### config.mk
export PLATFORM = sky130hd
export DESIGN_NAME = ramcard_ctrl
export DESIGN_NICKNAME = d
export VERILOG_FILES = /design/src/rtl/ramcard_ctrl.sv
export SDC_FILE = /design/constraint.sdc
export NUM_CORES = 1
export LEC_CHECK = 0
export ABC_AREA = 1
export BUFFER_PORTS_ARGS = -buffer_cell sky130_fd_sc_hd__buf_4
export CAP_MARGIN = 40
export CORE_ASPECT_RATIO = 0.8
export CORE_UTILIZATION = 63
export DETAILED_ROUTE_END_ITERATION = 8
export GPL_TIMING_DRIVEN = 0
export PLACE_DENSITY = 0.95
export SETUP_SLACK_MARGIN = 0.02
export SLEW_MARGIN = 30
export SYNTH_ARGS = -nofsm -noshare
export SYNTH_HDL_FRONTEND = slang
export SYNTH_SLANG_ARGS = --single-unit
### constraint.sdc
create_clock -name C7M -period 6.1 [get_ports C7M]
set_clock_uncertainty 0.15 [all_clocks]
set_input_delay 0.915 -clock C7M [delete_from_list [all_inputs] [get_ports C7M]]
set_output_delay 0.915 -clock C7M [all_outputs]
set_load 0.01 [all_outputs]
### src/rtl/ramcard_ctrl.sv
// Apple II slot RAM card controller: bus-cycle sequencer, address/bank registers,
// DRAM RAS/CAS timing with CAS-before-RAS refresh, and slot ROM select.
module ramcard_ctrl #(
  parameter int unsigned RA_W    = 11,
  parameter int unsigned CS_W    = 1,
  parameter int unsigned BANK_W  = 7,
  parameter int unsigned REF_DIV = 13
) (
  input  logic                 C7M,
  input  logic                 nRES,
  input  logic                 PHI1,
  input  logic                 nDEVSEL,
  input  logic                 nIOSEL,
  input  logic                 nIOSTRB,
  input  logic [11:0]          A,
  input  logic                 nWE,
  input  logic [7:0]           Din,
  input  logic [7:0]           RDin,
  output logic [7:0]           Dout,
  output logic                 DOE,
  output logic                 RDOE,
  output logic [RA_W-1:0]      RA,
  output logic                 nRAS,
  output logic [2**CS_W-1:0]   nCAS,
  output logic                 nRCS
);

  localparam int unsigned ADDR_W  = 2 * RA_W + CS_W;
  localparam int unsigned NUM_CAS = 2 ** CS_W;

  logic [2:0]          s_q, s_d;
  logic                phi1_q, phi0seen_q, phi0seen_d;
  logic                csdben_q, csdben_d;
  logic                regen_q, regen_d;
  logic                ioromen_q, ioromen_d;
  logic                ramsel_q, ramsel_d;
  logic                asel_q, asel_d;
  logic                refcyc_q, refcyc_d;
  logic [3:0]          ref_q, ref_d;
  logic [ADDR_W-1:0]   addr_q, addr_d;
  logic [BANK_W-1:0]   bank_q, bank_d;
  logic                inc_en_q, inc_en_d;
  logic                dir_q, dir_d;
  logic                nras_q, nras_d;
  logic [NUM_CAS-1:0]  ncas_q, ncas_d;

  logic                sync, at_s4, ramsel_now, reg_wr;
  logic [ADDR_W-1:0]   cas_sel;

  always_comb begin
    sync       = PHI1 & ~phi1_q & phi0seen_q;
    at_s4      = (s_q == 3'd4);
    ramsel_now = (A[3:0] == 4'h3) & ~nDEVSEL & regen_q;
    reg_wr     = (s_q == 3'd6) & ~nWE & ~nDEVSEL & regen_q;

    // S parks at 0 (never synced) or 7 (waiting for the next PHI1 rise).
    if (sync)                          s_d = 3'd1;
    else if (s_q == 3'd0 || s_q == 3'd7) s_d = s_q;
    else                               s_d = s_q + 3'd1;

    phi0seen_d = phi0seen_q | ~PHI1;
    csdben_d   = s_q[2];
    regen_d    = regen_q | (at_s4 & ~nIOSEL);

    ioromen_d = ioromen_q;
    if (at_s4 & ~nIOSEL) ioromen_d = 1'b1;
    if ((s_q == 3'd3) & ~nIOSTRB & (A[10:0] == 11'h7FF)) ioromen_d = 1'b0;

    ramsel_d = at_s4 ? ramsel_now : ramsel_q;
    asel_d   = at_s4 & ramsel_now;
    refcyc_d = sync ? (ref_q == 4'd0) : refcyc_q;
    ref_d    = ref_q;
    if (at_s4) ref_d = (ref_q == 4'(REF_DIV - 1)) ? 4'd0 : ref_q + 4'd1;

    addr_d   = addr_q;
    bank_d   = bank_q;
    inc_en_d = inc_en_q;
    dir_d    = dir_q;
    if ((s_q == 3'd1) & ramsel_q & inc_en_q) begin
      addr_d = dir_q ? addr_q - ADDR_W'(1) : addr_q + ADDR_W'(1);
    end
    if (reg_wr) begin
      unique case (A[3:0])
        4'h0:    addr_d[7:0]         = Din;
        4'h1:    addr_d[15:8]        = Din;
        4'h2:    addr_d[ADDR_W-1:16] = Din[ADDR_W-17:0];
        4'h4:    {dir_d, inc_en_d}   = Din[1:0];
        4'hF:    bank_d              = Din[BANK_W-1:0];
        default: ;
      endcase
    end

    // Strobes are decoded from next state so they toggle only on the clock edge.
    cas_sel = addr_d >> (2 * RA_W);
    nras_d  = ~((refcyc_d & (s_d == 3'd2 || s_d == 3'd3)) |
                (ramsel_d & (s_d == 3'd5 || s_d == 3'd6)));
    for (int i = 0; i < int'(NUM_CAS); i++) begin
      ncas_d[i] = ~((refcyc_d & (s_d == 3'd1 || s_d == 3'd2)) |
                    (ramsel_d & ~nDEVSEL & (s_d == 3'd6 || s_d == 3'd7) &
                     (cas_sel == ADDR_W'(i))));
    end
  end

  always_ff @(posedge C7M or negedge nRES) begin
    if (!nRES) begin
      s_q        <= 3'd0;
      phi1_q     <= 1'b0;
      phi0seen_q <= 1'b0;
      csdben_q   <= 1'b0;
      regen_q    <= 1'b0;
      ioromen_q  <= 1'b0;
      ramsel_q   <= 1'b0;
      asel_q     <= 1'b0;
      refcyc_q   <= 1'b0;
      ref_q      <= 4'd0;
      addr_q     <= '0;
      bank_q     <= '0;
      inc_en_q   <= 1'b1;
      dir_q      <= 1'b0;
      nras_q     <= 1'b1;
      ncas_q     <= '1;
    end else begin
      s_q        <= s_d;
      phi1_q     <= PHI1;
      phi0seen_q <= phi0seen_d;
      csdben_q   <= csdben_d;
      regen_q    <= regen_d;
      ioromen_q  <= ioromen_d;
      ramsel_q   <= ramsel_d;
      asel_q     <= asel_d;
      refcyc_q   <= refcyc_d;
      ref_q      <= ref_d;
      addr_q     <= addr_d;
      bank_q     <= bank_d;
      inc_en_q   <= inc_en_d;
      dir_q      <= dir_d;
      nras_q     <= nras_d;
      ncas_q     <= ncas_d;
    end
  end

  logic [7:0] addrh_rd;

  always_comb begin
    addrh_rd                = 8'hFF;
    addrh_rd[ADDR_W-17:0]   = addr_q[ADDR_W-1:16];
    Dout                    = 8'h00;
    if (!nIOSEL || !nIOSTRB) begin
      Dout = RDin;
    end else begin
      unique case (A[3:0])
        4'h0:    Dout = addr_q[7:0];
        4'h1:    Dout = addr_q[15:8];
        4'h2:    Dout = addrh_rd;
        4'h3:    Dout = RDin;
        4'h4:    Dout = {6'b0, dir_q, inc_en_q};
        4'hF:    Dout = 8'(bank_q);
        default: Dout = 8'h00;
      endcase
    end

    DOE  = nRES & csdben_q & nWE &
           ((~nDEVSEL & regen_q) | ~nIOSEL | (~nIOSTRB & ioromen_q));
    RDOE = csdben_q & ~nWE & (~nDEVSEL | ~nIOSEL | ~nIOSTRB);
    nRCS = ~(csdben_q & (~nIOSEL | (~nIOSTRB & ioromen_q)));

    if (!nDEVSEL) RA = asel_q ? addr_q[RA_W-1:0] : addr_q[2*RA_W-1:RA_W];
    else          RA = RA_W'({bank_q, A[11]});
  end

  assign nRAS = nras_q;
  assign nCAS = ncas_q;

endmodule
======== Word-level counts from Yosys, hierarchy flattened ========
Cells that the tools add are included.
storage, ports and cells
  flip-flop bits (word level) ............. 50
cells by class
  bitwise operators ....................... 48
  equality and inequality tests ........... 18
  reduce and logical (&&, ||, !) cells .... 15
  mux-type cells .......................... 17
  $add $sub $neg .......................... 4
operators with widths
  kind                                                                   count
  23-bit 2-to-1 mux                                                      3
  8-bit case mux with 6 select lines                                     1
  1-bit bitwise AND                                                      28
  8-bit 2-to-1 mux                                                       3
  23-bit by 1-bit adder with 23-bit output (second input constant)       1
  23-bit zero test                                                       1
  23-bit by 1-bit subtractor with 23-bit output (second input constant)  1
  11-bit 2-to-1 mux                                                      2
  3-bit == test (second input constant)                                  6
  11-bit == test (second input constant)                                 1
  1-bit NOT                                                              10
  1-bit bitwise OR                                                       10
  3-bit by 2-bit == test with 1-bit output (second input constant)       3
  4-bit by 2-bit == test with 1-bit output (second input constant)       2
  4-bit == test (second input constant)                                  2
  4-bit zero test                                                        2
  7-bit 2-to-1 mux                                                       1
  3-bit by 1-bit == test with 1-bit output (second input constant)       2
  1-bit logical OR                                                       6
  3-bit 2-to-1 mux                                                       2
  4-bit by 1-bit adder with 4-bit output (second input constant)         1
  4-bit by 1-bit == test with 1-bit output (second input constant)       1
  4-bit by 3-bit == test with 1-bit output (second input constant)       1
  1-bit 2-to-1 mux                                                       4
  other kinds (6)                                                        8

======== Depth between registers and ports, before layout ========
  depth in word-level cells ............... 10
  depth in mapped cells ................... 15
  gate-level depth less buffers ........... 15

======== Worst setup path after synthesis ========
OpenSTA, ideal clock, no wires.
  path type ............................... input port to output port
  start point ............................. input port A[2]
  end point ............................... output port Dout[6]
  arrival time ............................ 1.832 ns
  stages .................................. 7
  setup slack ............................. 3.203 ns
  path through ............................ nor2_2 > nand3_1 > inv_1 > nand2_1 > o21ai_0 > a221oi_1 > o21ai_0
between the ends
  longest elaborated chain between the ends .. 3
ends and longest elaborated chain
  item                                   RTL line  source
  start: declaration                     15        input logic [11:0] A,
  4-bit == test (tied with other cells)  151       unique case (A[3:0])
  8-bit case mux with 6 select lines *   151
  8-bit 2-to-1 mux *                     148       if (!nIOSEL || !nIOSTRB) begin
  end: declaration                       19        output logic [7:0] Dout,
Mark *: on every way between the ends. The rest lies on a longest branch, timed or not.

======== Worst setup path after layout ========
  start point ............................. input port nDEVSEL
  end point ............................... output port RA[6]
between the ends
  longest elaborated chain between the ends .. 1
ends and longest elaborated chain
  item                RTL line  source
  start: declaration  12        input logic nDEVSEL,
  11-bit 2-to-1 mux   167       if (!nDEVSEL) RA = asel_q ? addr_q[RA_W-1:0] : addr_q[2*RA_W-1:RA_W];
  end: declaration    22        output logic [RA_W-1:0] RA,
No other way between the ends.

==> summary.txt <==
Worst setup path
  • Slowest cell on crit path: clkbuf_1
  • Critical path cell sequence: buf_4, clkbuf_1, inv_1, clkbuf_1, o21ai_0, a21oi_1, a21oi_1, buf_4
  • CP top delay family: buffers and inverters
  • Startpoint types: input pin
  • Slowest stage delay, CP: 0.37 ns
  • CP Buf/Inv Count: 5
  • Required time of the worst setup path: 5.03 ns
  • Crit-path max FO: 10
  • Worst Setup End Kind: output pin
  • Worst Setup Path Type: input pin to output pin
  • CP arrival: 2.47 ns

Place
  • Final HPWL DP: 11,230 um
  • GPL Wtd Cong: 0.9771
  • Post-DP Area: 0.004895 mm2
  • I/O Buffers: 59

Logic synthesis
  • Flops & latches, synth: 50
  • Top post-synthesis cells by area: dfrtp_1 27%, nand2_1 12%, inv_1 9.1%
  • Top cell type's share of synthesized area: 0.2657
  • Synth cell types: 46
  • Post-Syn Area: 0.004332 mm2
  • Avg Cell Area, Syn: 6.737 um2
  • Seq/Total Area, Yosys: 0.2900
  • Yosys warnings: 0
  • Syn nets: 707
  • Cell taking the most area after synthesis: dfrtp_1
  • Synth Instances: 643

Clock tree
  • Max clock buf depth: 2
  • Clock root buffer: clkbuf_8
  • Cts repair resizes: 0
  • Post-CTS setup buffers: 0
  • TritonCTS clock tree: done
  • Worst skew pair latency: 0.31 ns
  • CTS Hold Bufs: 0
  • H-tree Lvls: 2
  • Clock tree sinks: 50
  • TritonCTS buffer count: 5
  • Worst-path clk slew: 0.10 ns

Detailed routing
  • Routed wire length: 13,910 um
  • Initial DRC count: 491
  • Met3 WL post-DR: 1824 um
  • DRC viols: 0
  • Wire length on met2: 5746 um
  • Max Used Layer: met4
  • DRT Pass-1 Iters: 7
  • WL/cell: 17.49 um
  • Via count: 4,743
  • Met1 wire length: 6173 um
  • Routed Antenna Nets: 0
  • Via-to-Cell Ratio: 5.966

Cells and area
  • Commonest non-fill, non-tap cell in the layout: nand2_1
  • Final net count: 774
  • Area delta synth->final: 15.16%
  • Post-route cell area: 0.004989 mm2
  • Proportion of layout cells with a drive suffix above 1: 0.1477
  • Most frequent cells in the layout: 135 x nand2_1, 105 x inv_1, 76 x a21oi_1, 72 x o21ai_0, 59 x buf_4
  • Multi-input gate area: 0.002611 mm2
  • Antenna fix cells: 0
  • FF/Latch Area: 0.001256 mm2
  • Filler cells: 506

Die
  • Core area: 0.006506 mm2
  • Io pins: 60
  • Row count: 26
  • Initial core utilization: 0.6658
  • Full die area: 0.007213 mm2
  • Die X: 94.71 um
  • Die Y: 76.17 um

STA
  • Final Max Slew Viols: 0
  • Relative slew margins: 0.5520
  • Unrepaired setup endpoints after global routing: false
  • Minimum clock period: 3.536 ns
  • Final setup fails: 0
  • FMAX: 282.8 MHz
  • Final setup TNS: 0 ns
  • Worst-margin pin slew: 0.6720 ns
  • Final Hold Fails: 0
  • Crit share post-route: 0.5796

Min path
  • Hold Path Class: register to register

Power and ir drop
  • Pwr dens: 279.3 mW/mm2
  • Peak supply drop: 233.9 uV
  • LEAKAGE: 0.002569 uW

Global routing
  • Pin count of the biggest net entering global routing: 52
  • Gr usage total: 0.4019
  • Grt total ovfl: 0
  • Vias in the first global route: 4,462
  • Number of antenna violations at the first check in global routing: 0
  • Global-route wire length before repair: 22,050 um

Run status
  • Status: finished clean

Job
  • Max Cap Viol: 0
-- stage by stage --
stage / hold WS (ns) / util / power (uW) / cells / worst slack, ns
global route: 0.3402 / 0.7667 / 1494 / 795 / 2.395
global placement: 0.2833 / 0.7500 / 1125 / 786 / 2.700
finish: 0.3180 / 0.7667 / 1393 / 795 / 2.564
detailed placement: 0.2983 / 0.7523 / 1162 / 787 / 2.668
floorplan: 0.2736 / - / 933.3 / 643 / 3.203
CTS: 0.3216 / 0.7667 / 1367 / 795 / 2.675
-- Yosys cell counts (all sizes together) --
library cell / count
nand2: 137
inv: 107
a21oi: 77
o21ai: 75
nor2: 47
dfrtp: 46
nand3: 34
ha: 28
nand4: 14
nor3: 10
a22oi: 8
xor2: 8
or2: 7
buf: 6
clkbuf: 6
o22ai: 5
dfstp: 4
and2: 3
o21bai: 3
o31ai: 3
a31oi: 2
nand3b: 2
xnor2: 2
a211oi: 1
a21boi: 1
a221oi: 1
a32o: 1
a32oi: 1
clkinv: 1
fa: 1
nor3b: 1
o211ai: 1
-- final cells by class --
class | instances | share of cell area
Multi-Input combinational cell | 473 | 0.5235
Sequential cell | 50 | 0.2518
Timing Repair Buffer | 60 | 0.09180
Inverter | 108 | 0.08126
Tap cell | 84 | 0.02107
Clock buffer | 5 | 0.01379
Buffer | 12 | 0.01179
Clock inverter | 3 | 0.005016
-- registers in the layout, indices dropped and copies added, names as in the netlist, 2 cells and up --
register and count:
addr_q 23, bank_q 7, ref_q 4, s_q 3, nCAS 2
-- cells by family (layout without fill, tap and decap cells) --
family	Yosys count	in the layout	synth area share
simple gates	255	255	0.2707
compound gates	179	179	0.2265
buf+inv	120	188	0.1072
flops	50	50	0.2900
fa+ha+maj	29	29	0.08550
xor+xnor	10	10	0.02022
-- worst reg2reg max path, stage by stage, from the launching register on --
cell and delay [ns]:
dfrtp_1 0.64, buf_8 0.24, ha_1 0.32, a21oi_1 0.29
a21boi_0 0.15, o21ai_0 0.42, nand3_1 0.13, nand2_1 0.09
nand3_1 0.07, a22oi_1 0.15
-- power by group --
| group | leakage [uW] | switching (uW) | internal [uW] |
|---|---|---|---|
| Clock | 0.0000447 | 125 | 83.1 |
| Combinational | 0.00194 | 443 | 255 |
| Sequential | 0.000582 | 77.4 | 409 |
| Total | 0.00257 | 646 | 747 |
-- final timing paths --
check | startpoint | end | slack [ns] | cells after the start
worst max-delay path | nDEVSEL | RA[6] | 2.56 | 8
worst min-delay path | phi0seen_q | phi0seen_q | 0.32 | 2
worst max register to register | dir_q | addr_q[19] | 3.38 | 9
worst min register to register | phi0seen_q | phi0seen_q | 0.32 | 2
max in group asynchronous | nRES | addr_q[18] | 4.88 | 1
min in group asynchronous | nRES | addr_q[3] | 0.48 | 1
-- layer usage --
metal / vias up / track usage
met2: 287 / 0.5806
met4: 0 / 0.07273
li1: 2265 / -
met3: 24 / 0.1228
met5: - / 0
met1: 2167 / 0.5945
Note: power is estimated with default switching activity, not from simulation.
